<file path="config.mk">
export PLATFORM = sky130hd
export DESIGN_NAME = block_matmul_sequencer
export DESIGN_NICKNAME = d
export VERILOG_FILES = /design/src/rtl/block_matmul_sequencer_pkg.sv /design/src/rtl/matmul_addr_gen.sv /design/src/rtl/block_matmul_sequencer.sv
export SDC_FILE = /design/constraint.sdc
export NUM_CORES = 1
export LEC_CHECK = 0
export BUFFER_PORTS_ARGS = -buffer_cell sky130_fd_sc_hd__buf_2
export CORE_ASPECT_RATIO = 2
export CORE_MARGIN = 3
export CORE_UTILIZATION = 45
export DETAILED_ROUTE_END_ITERATION = 10
export PLACE_DENSITY = 0.81
export SKIP_LAST_GASP = 1
export SLEW_MARGIN = 20
export SYNTH_ARGS = -nofsm -noshare
export SYNTH_HDL_FRONTEND = slang
export SYNTH_SLANG_ARGS = --single-unit
</file>
<file path="constraint.sdc">
create_clock -name clk -period 2.74 [get_ports clk]
set_clock_uncertainty 0.15 [all_clocks]
set_input_delay 0.411 -clock clk [delete_from_list [all_inputs] [get_ports clk]]
set_output_delay 0.411 -clock clk [all_outputs]
set_load 0.005 [all_outputs]
</file>
<file path="src/rtl/block_matmul_sequencer_pkg.sv">
// Shared FSM encodings, loop-counter sizing and fetch/write sequencing constants
// for the 2x2 block matmul sequencer.
package block_matmul_sequencer_pkg;

  localparam logic [2:0] S_IDLE  = 3'd0;
  localparam logic [2:0] S_FETCH = 3'd1;
  localparam logic [2:0] S_LOAD  = 3'd2;
  localparam logic [2:0] S_RUN   = 3'd3;
  localparam logic [2:0] S_ACC   = 3'd4;
  localparam logic [2:0] S_WRITE = 3'd5;
  localparam logic [2:0] S_FIN   = 3'd6;

  localparam int unsigned IDX_W      = 4;
  localparam int unsigned FETCH_LAST = 8;  // capture cycle of B11
  localparam int unsigned WRITE_LAST = 3;  // C11

  // Counter width able to hold 0..n-1, never narrower than one bit.
  function automatic int unsigned idx_width(input int unsigned n);
    return (n > 1) ? $clog2(n) : 1;
  endfunction

endpackage

</file>
<file path="src/rtl/matmul_addr_gen.sv">
// Element address generator: A/B read and C write addresses for one 2x2 block,
// computed from the next loop indices and registered when the strobe is issued.
module matmul_addr_gen #(
  parameter int unsigned ADDR_W = 8,
  parameter int unsigned N_BLK  = 2,
  parameter int unsigned K_BLK  = 2,
  parameter int unsigned A_BASE = 0,
  parameter int unsigned B_BASE = 64,
  parameter int unsigned C_BASE = 128,
  parameter int unsigned MI_W   = 1,
  parameter int unsigned NI_W   = 1,
  parameter int unsigned KI_W   = 1
) (
  input  logic              clk,
  input  logic              rst,
  input  logic [MI_W-1:0]   mi,
  input  logic [NI_W-1:0]   ni,
  input  logic [KI_W-1:0]   ki,
  input  logic [2:0]        idx,
  input  logic              rd_upd,
  input  logic              wr_upd,
  output logic [ADDR_W-1:0] rd_addr,
  output logic [ADDR_W-1:0] wr_addr
);

  logic [31:0]       elem_r;
  logic [31:0]       elem_c;
  logic [ADDR_W-1:0] a_addr_c;
  logic [ADDR_W-1:0] b_addr_c;
  logic [ADDR_W-1:0] c_addr_c;

  // idx[2] selects B over A; idx[1:0] is the row-major position inside the block.
  assign elem_r   = 32'(idx[1]);
  assign elem_c   = 32'(idx[0]);
  assign a_addr_c = ADDR_W'(A_BASE + (2 * 32'(mi) + elem_r) * (2 * K_BLK) + 2 * 32'(ki) + elem_c);
  assign b_addr_c = ADDR_W'(B_BASE + (2 * 32'(ki) + elem_r) * (2 * N_BLK) + 2 * 32'(ni) + elem_c);
  assign c_addr_c = ADDR_W'(C_BASE + (2 * 32'(mi) + elem_r) * (2 * N_BLK) + 2 * 32'(ni) + elem_c);

  always_ff @(posedge clk or negedge rst) begin
    if (!rst) begin
      rd_addr <= '0;
      wr_addr <= '0;
    end else begin
      if (rd_upd) rd_addr <= idx[2] ? b_addr_c : a_addr_c;
      if (wr_upd) wr_addr <= c_addr_c;
    end
  end

endmodule

</file>
<file path="src/rtl/block_matmul_sequencer.sv">
// Tiles C = A*B into 2x2 blocks for the systolic array: fetch, load, run,
// accumulate across K, then write each finished C tile back to memory.
module block_matmul_sequencer
  import block_matmul_sequencer_pkg::*;
#(
  parameter int unsigned DATA_W  = 16,
  parameter int unsigned ADDR_W  = 8,
  parameter int unsigned M_BLK   = 2,
  parameter int unsigned N_BLK   = 2,
  parameter int unsigned K_BLK   = 2,
  parameter int unsigned A_BASE  = 0,
  parameter int unsigned B_BASE  = 64,
  parameter int unsigned C_BASE  = 128,
  parameter int unsigned TIMEOUT = 31
) (
  input  logic              clk,
  input  logic              rst,
  input  logic              go,
  output logic              busy,
  output logic              done,
  output logic              error,
  output logic              rd_en,
  output logic [ADDR_W-1:0] rd_addr,
  input  logic [DATA_W-1:0] rd_data,
  output logic              wr_en,
  output logic [ADDR_W-1:0] wr_addr,
  output logic [DATA_W-1:0] wr_data,
  output logic [DATA_W-1:0] sa_block_a1,
  output logic [DATA_W-1:0] sa_block_a2,
  output logic [DATA_W-1:0] sa_block_a3,
  output logic [DATA_W-1:0] sa_block_a4,
  output logic [DATA_W-1:0] sa_block_b1,
  output logic [DATA_W-1:0] sa_block_b2,
  output logic [DATA_W-1:0] sa_block_b3,
  output logic [DATA_W-1:0] sa_block_b4,
  output logic              sa_load,
  output logic              sa_start,
  input  logic [DATA_W-1:0] sa_result1,
  input  logic [DATA_W-1:0] sa_result2,
  input  logic [DATA_W-1:0] sa_result3,
  input  logic [DATA_W-1:0] sa_result4,
  input  logic              sa_done
);

  localparam int unsigned MI_W = idx_width(M_BLK);
  localparam int unsigned NI_W = idx_width(N_BLK);
  localparam int unsigned KI_W = idx_width(K_BLK);
  localparam int unsigned TM_W = idx_width(TIMEOUT + 1);

  logic [2:0]        state, state_d;
  logic [IDX_W-1:0]  idx, idx_d;
  logic [MI_W-1:0]   mi, mi_d;
  logic [NI_W-1:0]   ni, ni_d;
  logic [KI_W-1:0]   ki, ki_d;
  logic [TM_W-1:0]   timer, timer_d;
  logic [DATA_W-1:0] blk_a [4];
  logic [DATA_W-1:0] blk_a_d [4];
  logic [DATA_W-1:0] blk_b [4];
  logic [DATA_W-1:0] blk_b_d [4];
  logic [DATA_W-1:0] acc [4];
  logic [DATA_W-1:0] acc_d [4];
  logic [DATA_W-1:0] res [4];
  logic [DATA_W-1:0] res_d [4];
  logic              busy_d, done_d, error_d, rd_en_d, wr_en_d, sa_load_d, sa_start_d;
  logic [DATA_W-1:0] wr_data_d;
  logic [2:0]        fetch_e;
  logic              last_tile;

  // rd_data in fetch cycle idx belongs to the word requested in cycle idx-1.
  assign fetch_e   = 3'(idx - IDX_W'(1));
  assign last_tile = (mi == MI_W'(M_BLK - 1)) && (ni == NI_W'(N_BLK - 1));

  always_comb begin
    state_d    = state;
    idx_d      = idx;
    mi_d       = mi;
    ni_d       = ni;
    ki_d       = ki;
    timer_d    = timer;
    blk_a_d    = blk_a;
    blk_b_d    = blk_b;
    acc_d      = acc;
    res_d      = res;
    busy_d     = busy;
    done_d     = 1'b0;
    error_d    = 1'b0;
    rd_en_d    = 1'b0;
    wr_en_d    = 1'b0;
    wr_data_d  = wr_data;
    sa_load_d  = 1'b0;
    sa_start_d = 1'b0;
    case (state)
      S_IDLE: begin
        if (go) begin
          state_d = S_FETCH;
          busy_d  = 1'b1;
          idx_d   = '0;
          mi_d    = '0;
          ni_d    = '0;
          ki_d    = '0;
          rd_en_d = 1'b1;
          for (int i = 0; i < 4; i++) acc_d[i] = '0;
        end
      end
      S_FETCH: begin
        if (idx != '0) begin
          if (fetch_e[2]) blk_b_d[fetch_e[1:0]] = rd_data;
          else            blk_a_d[fetch_e[1:0]] = rd_data;
        end
        if (idx == IDX_W'(FETCH_LAST)) begin
          state_d   = S_LOAD;
          sa_load_d = 1'b1;
        end else begin
          idx_d   = idx + IDX_W'(1);
          rd_en_d = (idx_d != IDX_W'(FETCH_LAST));
        end
      end
      S_LOAD: begin
        state_d    = S_RUN;
        sa_start_d = 1'b1;
        timer_d    = TM_W'(1);
      end
      S_RUN: begin
        if (sa_done) begin
          res_d   = '{sa_result1, sa_result2, sa_result3, sa_result4};
          state_d = S_ACC;
        end else if (timer >= TM_W'(TIMEOUT)) begin
          error_d = 1'b1;
          busy_d  = 1'b0;
          state_d = S_IDLE;
        end else begin
          timer_d    = timer + TM_W'(1);
          sa_start_d = 1'b1;
        end
      end
      S_ACC: begin
        for (int i = 0; i < 4; i++) acc_d[i] = acc[i] + res[i];
        idx_d = '0;
        if (ki != KI_W'(K_BLK - 1)) begin
          ki_d    = ki + KI_W'(1);
          rd_en_d = 1'b1;
          state_d = S_FETCH;
        end else begin
          wr_en_d   = 1'b1;
          wr_data_d = acc_d[0];
          state_d   = S_WRITE;
        end
      end
      S_WRITE: begin
        if (idx != IDX_W'(WRITE_LAST)) begin
          idx_d     = idx + IDX_W'(1);
          wr_en_d   = 1'b1;
          wr_data_d = acc[idx_d[1:0]];
        end else begin
          idx_d = '0;
          ki_d  = '0;
          for (int i = 0; i < 4; i++) acc_d[i] = '0;
          if (last_tile) begin
            done_d  = 1'b1;
            busy_d  = 1'b0;
            state_d = S_FIN;
          end else begin
            if (ni == NI_W'(N_BLK - 1)) begin
              ni_d = '0;
              mi_d = mi + MI_W'(1);
            end else begin
              ni_d = ni + NI_W'(1);
            end
            rd_en_d = 1'b1;
            state_d = S_FETCH;
          end
        end
      end
      S_FIN:   state_d = S_IDLE;
      default: state_d = S_IDLE;
    endcase
  end

  always_ff @(posedge clk or negedge rst) begin
    if (!rst) begin
      state    <= S_IDLE;
      idx      <= '0;
      mi       <= '0;
      ni       <= '0;
      ki       <= '0;
      timer    <= '0;
      for (int i = 0; i < 4; i++) begin
        blk_a[i] <= '0;
        blk_b[i] <= '0;
        acc[i]   <= '0;
        res[i]   <= '0;
      end
      busy     <= 1'b0;
      done     <= 1'b0;
      error    <= 1'b0;
      rd_en    <= 1'b0;
      wr_en    <= 1'b0;
      wr_data  <= '0;
      sa_load  <= 1'b0;
      sa_start <= 1'b0;
    end else begin
      state    <= state_d;
      idx      <= idx_d;
      mi       <= mi_d;
      ni       <= ni_d;
      ki       <= ki_d;
      timer    <= timer_d;
      blk_a    <= blk_a_d;
      blk_b    <= blk_b_d;
      acc      <= acc_d;
      res      <= res_d;
      busy     <= busy_d;
      done     <= done_d;
      error    <= error_d;
      rd_en    <= rd_en_d;
      wr_en    <= wr_en_d;
      wr_data  <= wr_data_d;
      sa_load  <= sa_load_d;
      sa_start <= sa_start_d;
    end
  end

  assign sa_block_a1 = blk_a[0];
  assign sa_block_a2 = blk_a[1];
  assign sa_block_a3 = blk_a[2];
  assign sa_block_a4 = blk_a[3];
  assign sa_block_b1 = blk_b[0];
  assign sa_block_b2 = blk_b[1];
  assign sa_block_b3 = blk_b[2];
  assign sa_block_b4 = blk_b[3];

  matmul_addr_gen #(
    .ADDR_W (ADDR_W),
    .N_BLK  (N_BLK),
    .K_BLK  (K_BLK),
    .A_BASE (A_BASE),
    .B_BASE (B_BASE),
    .C_BASE (C_BASE),
    .MI_W   (MI_W),
    .NI_W   (NI_W),
    .KI_W   (KI_W)
  ) u_addr_gen (
    .clk     (clk),
    .rst     (rst),
    .mi      (mi_d),
    .ni      (ni_d),
    .ki      (ki_d),
    .idx     (idx_d[2:0]),
    .rd_upd  (rd_en_d),
    .wr_upd  (wr_en_d),
    .rd_addr (rd_addr),
    .wr_addr (wr_addr)
  );

endmodule

</file>
==> impl_metrics.tcl, run 1 <==
set metrics [dict create \
    status "complete, no violations" \
    final_common_cell "dfrtp_1" \
    core_area_um2 32900 \
    cts_htree_levels 1 \
    ys_seq_area_share_pct 50.7 \
    dr.pass1.iters 7 \
    nets 1780 \
    routed_via_density 5.61 \
    die_y_um 264 \
    io_buffers 244 \
    required_ns 3.07 \
    syn-cell-area_um2 15000 \
    place.gp.congestion 0.950 \
    clk_path_buf_depth 3 \
    vias 11700 \
    cts-buffers-inserted 28 \
    cts_num_sinks 304 \
    rsz0062_at_grt "yes" \
    drive_above_1_share_pct 34.7 \
    peakVddDrop_mv 0.777 \
    final_cell_mix "304 x dfrtp_1, 243 x buf_2, 195 x mux2_2" \
    ios 251 \
    n_antenna_cell 0 \
    cp_max_fo 3 \
    ys_async_sr_fraction_pct 100 \
    cts_setup_buffers 0 \
    hold_class "in2reg" \
    place_ws_ns 0.0611 \
    path_class "reg2reg" \
    clkTransAtPathRegs_ns 0.07 \
    num-fill-cells 2685 \
    fin_ws_ns 0.0662 \
    wl_per_cell_um 20.4 \
    hold_viol_final 0 \
    cts_tree "yes" \
    drv_slew 0 \
    cap_violations 0 \
    hold-worst-slack_ns 0.0412 \
    synth_cells 1295 \
    fp-row-count 94 \
    hpwlAfterDp_um 31500 \
    grt_pass1_wl_um 65400 \
    drcViolationCount 0 \
    postRouteAntennaNets 0 \
    fmax_ghz 0.374 \
    cp-start-kind "flop" \
    slew_headroom_pct 50.9 \
    clock_latency_ns 0.57 \
    antenna_found_initial 0 \
    fin_crit_sh_pct 97.6 \
    crit_arrival_ns 3.01 \
    syn_to_final_growth_pct 23.6 \
    cts-root-buf "clkbuf_16" \
    start_util_pct 45.6 \
    setup_violations 0 \
    syn-mean-instance-area_um2 11.6 \
    period_minus_slack_ns 2.67 \
    die_w_um 135 \
    end_kind "flop" \
    worstMarginPinSlew_ns 0.734 \
    p_leak_nw 8.67 \
    routed_wl_um 42400 \
    dieArea_um2 35700 \
    grt_usage_pct 23.3 \
    first_global_vias 12200 \
    p_per_area_nw_per_um2 1230 \
    yosys_warnings 0 \
    ys_types 70 \
    grt_overflow 0 \
    drtIter0Drc 584 \
    synth_seq_cells 304 \
    grt_max_degree 69 \
    synth_edf_count 0 \
    ys.flop_type "dfrtp_1" \
]
synthesized netlist by cell type (15+ instances only):
cell type / n / area, µm²
nand3_1: 15 / 75.1
clkbuf_1: 41 / 154
mux2_2: 195 / 2200
a21o_1: 18 / 135
nand2_1: 127 / 477
inv_1: 29 / 109
ha_1: 67 / 838
mux4_2: 16 / 360
o21ai_0: 91 / 455
xnor2_1: 28 / 245
nand2b_1: 15 / 93.8
dfrtp_1: 304 / 7610
a21oi_1: 84 / 420
nor2_1: 63 / 236
xor2_1: 23 / 201
final timing paths:
kind | start | endpoint | slack [ns] | cells after the start
hold / removal | rd_data[7] | sa_block_a1[7]$_DFFE_PN0P_ | 0.04 | 2
hold reg to reg | u_addr_gen.wr_addr[7]$_DFFE_PN0P_ | u_addr_gen.wr_addr[7]$_DFFE_PN0P_ | 0.32 | 1
min in group asynchronous | rst | res[23]$_DFFE_PN0P_ | 0.24 | 2
setup reg to reg | acc[32]$_DFFE_PN0P_ | acc[46]$_DFFE_PN0P_ | 0.07 | 10
setup / recovery | acc[32]$_DFFE_PN0P_ | acc[46]$_DFFE_PN0P_ | 0.07 | 10
max in group asynchronous | rst | acc[1]$_DFFE_PN0P_ | 1.41 | 3
repair_timing:
action                                  CTS  global route
endpoints found under the setup margin    0             7
gates resized for setup                   0             7
hold endpoints to repair                125             0
hold buffers                             66             0
registers in the layout, indices dropped and copies added (netlist names), 3 cells and up:
name	flops
acc	64
idx	4
res	64
sa_block_a1	16
sa_block_a2	16
sa_block_a3	16
sa_block_a4	16
sa_block_b1	16
sa_block_b2	16
sa_block_b3	16
sa_block_b4	16
state	3
timer	5
u_addr_gen.rd_addr	5
u_addr_gen.wr_addr	5
wr_data	16
critical path, cell delays in order (launching register included):
cell and delay (ns):
dfrtp_1 0.40, ha_1 0.22, inv_1 0.08, fa_1 0.25, nand2b_1 0.18, a21oi_1 0.11
o32a_1 0.41, a221oi_2 0.36, o21ai_0 0.17, xnor2_1 0.14, o21ai_0 0.14
per-stage QoR:
step / power [mW] / instance area (µm²) / utilization [%] / cells / setup TNS [ns]
3_5_place_dp: 18.8 / 16900 / 51.4 / 1961 / 0
4_1_cts: 22.8 / 18500 / 56.2 / 2079 / 0
5_1_grt: 24.4 / 18500 / 56.3 / 2079 / -0.104
3_3_place_gp: 18.3 / 16900 / 51.4 / 1961 / 0
2_1_floorplan: 14.8 / 15000 / - / 1300 / 0
6_report: 22.8 / 18500 / 56.3 / 2079 / 0
power by group:
group	internal [mW]	switching, mW
Combinational	5.25	5.53
Clock	2.15	1.75
Sequential	6.57	1.57
layer usage:
metal / vias to the layer above / track usage, % / wire length, µm
met2: 415 / 43.6 / 22800
met5: - / 0 / 0
li1: 5319 / - / -
met1: 5796 / 23.3 / 14100
met3: 135 / 3.05 / 2150
met4: 0 / 15.8 / 3320
area by class of cell:
type / instances / area (µm²) / share of cell area (%)
flip-flops and latches: 304 / 7610 / 41.0
multi-input cells: 909 / 7090 / 38.3
repair buffers: 353 / 2280 / 12.3
clock buffers: 38 / 800 / 4.31
well taps: 432 / 541 / 2.92
clock inverters: 14 / 113 / 0.607
inverters: 29 / 109 / 0.587
logic make-up after synthesis:
kind of cell	synth area share, %
other	0.0250
AOI/OAI and AO/OA	11.7
xor gates and xnor gates	2.98
muxes	17.2
adders and majority gates	6.12
DFF	50.7
buffers and inverters	2.45
and+or+nand+nor	8.77
(Power assumes the default switching activity.)
==> inputs of run 2 (changes only) <==
--- a/config.mk
+++ b/config.mk
@@ -11,5 +11,5 @@
 export CORE_UTILIZATION = 45
 export DETAILED_ROUTE_END_ITERATION = 10
-export PLACE_DENSITY = 0.81
+export PLACE_DENSITY = 0.73
 export SKIP_LAST_GASP = 1
 export SLEW_MARGIN = 20
==> constraint.sdc (replaced) <==
create_clock -name clk -period 2.74 [get_ports clk]
set_clock_uncertainty 0.15 [all_clocks]
set_input_delay 0.274 -clock clk [delete_from_list [all_inputs] [get_ports clk]]
set_output_delay 0.274 -clock clk [all_outputs]
set_load 0.005 [all_outputs]
==> impl_metrics.tcl, run 2 (synthesized netlist as in run 1, its figures left out) <==
set metrics [dict create \
    status "complete, no violations" \
    wl_per_cell_um 20.2 \
    period_minus_slack_ns 2.68 \
    hold_class "in2async" \
    p_leak_nw 8.77 \
    regToRegSetupSlack_ns 0.06 \
    power_frac_seq_pct 35.2 \
    clk_path_buf_depth 3 \
    p_sw_mw 8.96 \
    required_ns 3.04 \
    cts_num_sinks 304 \
    p_clk_share_pct 17.9 \
    final_cell_mix "304 x dfrtp_1, 243 x buf_2, 195 x mux2_2" \
    slew_headroom_pct 61.0 \
    grt_pass1_wl_um 66500 \
    p_comb_share_pct 46.9 \
    dp.cells 1959 \
    place.gp.congestion 0.954 \
    die_w_um 135 \
    drive_above_1_share_pct 34.6 \
    ios 251 \
    final_common_cell "dfrtp_1" \
    syn_to_final_growth_pct 25.3 \
    cts_htree_levels 1 \
    r2r-start "acc[28]$_DFFE_PN0P_" \
    fmax_ghz 0.373 \
    hpwlAfterDp_um 31600 \
    top_regs "acc x64, res x64" \
    n_antenna_cell 0 \
    grt_max_degree 68 \
    antenna_found_initial 1 \
    r2r-end "acc[31]$_DFFE_PN0P_" \
    fp-row-count 94 \
    rsz0062_at_grt "yes" \
    drv_slew 0 \
    path_class "reg2reg" \
    setup_violations 0 \
    die_y_um 264 \
    fin_crit_sh_pct 97.8 \
    power_switching_share_pct 38.8 \
    routed_via_density 5.60 \
    cts-root-buf "clkbuf_16" \
    core_area_um2 32900 \
    io_buffers 244 \
    cp_max_fo 8 \
    postRouteAntennaNets 0 \
    clock_latency_ns 0.58 \
    start_util_pct 45.6 \
    worstMarginPinSlew_ns 0.583 \
    end_kind "flop" \
    drcViolationCount 0 \
    final_core_util_pct 57.1 \
    final_cells 2093 \
    crit_arrival_ns 2.98 \
    nets 1795 \
    dr.pass1.iters 5 \
    cap_violations 0 \
    routed_wl_um 42300 \
    cts-buffers-inserted 28 \
    drtIter0Drc 479 \
    hold_viol_final 0 \
    grt_overflow 0 \
    cp-start-kind "flop" \
    rr_worst_depth 8 \
    p_per_area_nw_per_um2 1230 \
    dieArea_um2 35700 \
    peakVddDrop_mv 0.784 \
    clkTransAtPathRegs_ns 0.07 \
    first_global_vias 12200 \
    vias 11700 \
    grt_usage_pct 23.6 \
    power.internal_mw 14.2 \
    cts_tree "yes" \
]
-- run 2: worst max path at each step --
stage | startpoint | endpoint | slack [ns] | depth (start not counted)
6_report | acc[28]$_DFFE_PN0P_ | acc[31]$_DFFE_PN0P_ | 0.06 | 8
5_1_grt | acc[0]$_DFFE_PN0P_ | acc[14]$_DFFE_PN0P_ | -0.04 | 10
4_1_cts | acc[54]$_DFFE_PN0P_ | acc[63]$_DFFE_PN0P_ | 0.04 | 8
3_5_place_dp | acc[54]$_DFFE_PN0P_ | acc[63]$_DFFE_PN0P_ | 0.07 | 8
3_3_place_gp | acc[32]$_DFFE_PN0P_ | acc[46]$_DFFE_PN0P_ | 0.11 | 10
2_1_floorplan | idx[0]$_DFF_PN0_ | wr_data[2]$_DFFE_PN0P_ | 0.02 | 8
-- run 2: area by class of cell --
class                      count  area (µm²)
sequential                   304        7610
timing repair buffer         368        2460
multi-input combinational    909        7100
tap                          432         541
inverter                      29         109
clock buffer                  33         769
clock inverter                18         210
fill                        2721       14100
-- run 2: power by group through the flow --
| stage | Combinational (mW) | Clock [mW] | Sequential (mW) |
|---|---|---|---|
| after floorplan | 7.11 | 0 | 7.73 |
| after global placement | 10.3 | 0 | 8.11 |
| after detailed placement | 10.6 | 0 | 8.19 |
| after CTS | 10.8 | 4.24 | 8.12 |
| after global routing | 12.0 | 4.41 | 8.33 |
| final | 10.8 | 4.14 | 8.13 |
-- run 2: routing by layer --
metal | global-route usage, % | vias up | part of all wire (%) | wire, µm
li1 | - | 5356 | - | -
met1 | 24.3 | 5777 | 34 | 14400
met2 | 44.5 | 439 | 54 | 22700
met3 | 2.71 | 139 | 5.0 | 2120
met4 | 14.5 | 0 | 7.2 | 3030
met5 | 0 | - | 0 | 0
-- run 2: stage by stage --
step | hold slack (ns) | power (mW) | TNS [ns] | instance area (µm²) | setup slack (ns)
CTS | 0.115 | 23.2 | 0 | 18800 | 0.0417
global route | 0.156 | 24.7 | -0.0791 | 18800 | -0.0420
detailed placement | 0.127 | 18.8 | 0 | 17000 | 0.0674
finish | 0.113 | 23.1 | 0 | 18800 | 0.0599
floorplan | -0.172 | 14.8 | 0 | 15000 | 0.0173
global placement | 0.128 | 18.4 | 0 | 17000 | 0.107
-- run 2: critical path, stage by stage (launching register included) --
cell and delay (ns):
dfrtp_1 0.49, ha_1 0.48, and3_1 0.25, nand2_1 0.07, o31ai_1 0.40, buf_4 0.21, xor2_1 0.19, o21bai_1 0.08
a22o_1 0.23
-- run 2: timing repair --
action	CTS	global route
resized for setup	0	5
endpoints found under the setup margin	0	8
hold endpoints to repair	382	0
setup buffers	0	0
hold buffers	83	0
==> inputs of run 3 (changes only) <==
BUFFER_PORTS_ARGS = -buffer_cell sky130_fd_sc_hd__buf_4   (was -buffer_cell sky130_fd_sc_hd__buf_2)
==> impl_metrics.tcl, run 3 (synthesized netlist as in run 1, its figures left out) <==
set metrics [dict create \
    postRouteAntennaNets 0 \
    stdcell_area_um2 19400 \
    grt_max_degree 86 \
    p_sw_mw 8.96 \
    grt_usage_pct 23.9 \
    cts_setup_buffers 0 \
    routed_via_density 5.54 \
    power_switching_share_pct 37.8 \
    crit_arrival_ns 2.94 \
    hold_class "in2async" \
    dieArea_um2 35700 \
    max_stage_delay_ns 0.43 \
    top_regs "acc x64, res x64" \
    routed_wl_um 43200 \
    hpwlAfterDp_um 32400 \
    cts-root-buf "clkbuf_16" \
    dp.cells 1968 \
    drtIter0Drc 520 \
    syn_to_final_growth_pct 29.3 \
    p_clk_share_pct 16.7 \
    nets 1804 \
    worstMarginPinSlew_ns 0.988 \
    rsz0062_at_grt "yes" \
    fin_crit_sh_pct 97.6 \
    place_ws_ns 0.0751 \
    hold-worst-slack_ns 0.171 \
    power.internal_mw 14.7 \
    fmax_ghz 0.374 \
    end_kind "flop" \
    final_common_cell "dfrtp_1" \
    vias 11600 \
    dpl_cell_area_um2 17600 \
    p_comb_share_pct 48.5 \
    wl_per_cell_um 20.6 \
    place.gp.congestion 0.932 \
    n_antenna_cell 0 \
    ios 251 \
    drv_slew 0 \
    p_per_area_nw_per_um2 1220 \
    cts_num_sinks 304 \
    io_buffers 244 \
    hold_viol_final 0 \
    period_minus_slack_ns 2.67 \
    required_ns 3.01 \
    cp_max_fo 3 \
    first_global_vias 12100 \
    core_area_um2 32900 \
    cts-buffers-inserted 28 \
    grt_pass1_wl_um 67100 \
    power_frac_seq_pct 34.8 \
    fin_ws_ns 0.0655 \
    cp-start-kind "flop" \
    setup_violations 0 \
    peakVddDrop_mv 0.770 \
    clock_latency_ns 0.56 \
    grt_overflow 0 \
    clk_path_buf_depth 3 \
    clkTransAtPathRegs_ns 0.07 \
    tns_ns 0 \
    critical_path.slowest_cell "fa_1" \
    slew_headroom_pct 33.9 \
    num-fill-cells 2753 \
    status "complete, no violations" \
    die_w_um 135 \
    path_class "reg2reg" \
    final_cell_mix "304 x dfrtp_1, 288 x buf_4, 195 x mux2_2" \
    antenna_found_initial 0 \
    final_core_util_pct 58.9 \
    drive_above_1_share_pct 34.6 \
    cap_violations 0 \
    cts_htree_levels 1 \
    final_cells 2101 \
    drcViolationCount 0 \
    critical_path.cell_chain "ha_1, inv_1, fa_1, nand2b_1, a21oi_1, o32a_1, nand2_1, a32oi_1, xnor2_1, o21ai_0" \
    die_y_um 264 \
    fp-row-count 94 \
    cts_tree "yes" \
    start_util_pct 45.6 \
    dr.pass1.iters 5 \
    p_leak_nw 9.00 \
    fin_total_pwr_mw 23.7 \
]
==> run 3: worst paths after layout <==
path | startpoint | to | slack, ns | cells after the start
max | acc[32]$_DFFE_PN0P_ | acc[44]$_DFFE_PN0P_ | 0.07 | 10
min | rst | sa_block_a3[10]$_DFFE_PN0P_ | 0.17 | 2
max reg2reg | acc[32]$_DFFE_PN0P_ | acc[44]$_DFFE_PN0P_ | 0.07 | 10
min reg2reg | u_addr_gen.wr_addr[7]$_DFFE_PN0P_ | u_addr_gen.wr_addr[7]$_DFFE_PN0P_ | 0.32 | 1
max in group asynchronous | rst | sa_block_a3[14]$_DFFE_PN0P_ | 1.45 | 3
min in group clk | u_addr_gen.wr_addr[7]$_DFFE_PN0P_ | u_addr_gen.wr_addr[7]$_DFFE_PN0P_ | 0.32 | 1
==> run 3: layer usage <==
layer,vias up,wire [µm],global-route usage (%)
met5,-,0,0
met3,98,2150,3.39
met2,377,23900,46.1
li1,5380,-,-
met1,5782,14700,24.5
met4,0,2400,11.9
==> run 3: power by group through the flow <==
stage | registers (mW) | clock network (mW) | logic (mW)
6_report | 8.24 | 3.96 | 11.5
5_1_grt | 8.46 | 4.24 | 12.6
4_1_cts | 8.24 | 4.06 | 11.5
3_5_place_dp | 8.31 | 0 | 11.3
3_3_place_gp | 8.24 | 0 | 11.0
2_1_floorplan | 7.73 | 0 | 7.11
==> run 3: critical path: cells and delay by family (launching register included) <==
kind,cells,cell delay (ns)
compound gates,4,0.88
xor+xnor,1,0.15
fa+ha+maj,2,0.64
buf+inv,1,0.07
flops,1,0.37
simple gates,2,0.28
==> run 3: layout make-up <==
class | count | area, µm² | area share, %
Sequential cell | 304 | 7610 | 39.2
Multi-Input combinational cell | 909 | 7100 | 36.6
Timing Repair Buffer | 377 | 3110 | 16.0
Clock buffer | 38 | 800 | 4.12
Tap cell | 432 | 541 | 2.79
Clock inverter | 12 | 134 | 0.690
Inverter | 29 | 109 | 0.561
==> run 3: what timing repair did <==
action	4_1_cts	5_1_grt
setup endpoints to repair	0	8
gates resized for setup	0	6
hold endpoints to repair	271	0
hold buffers	83	0
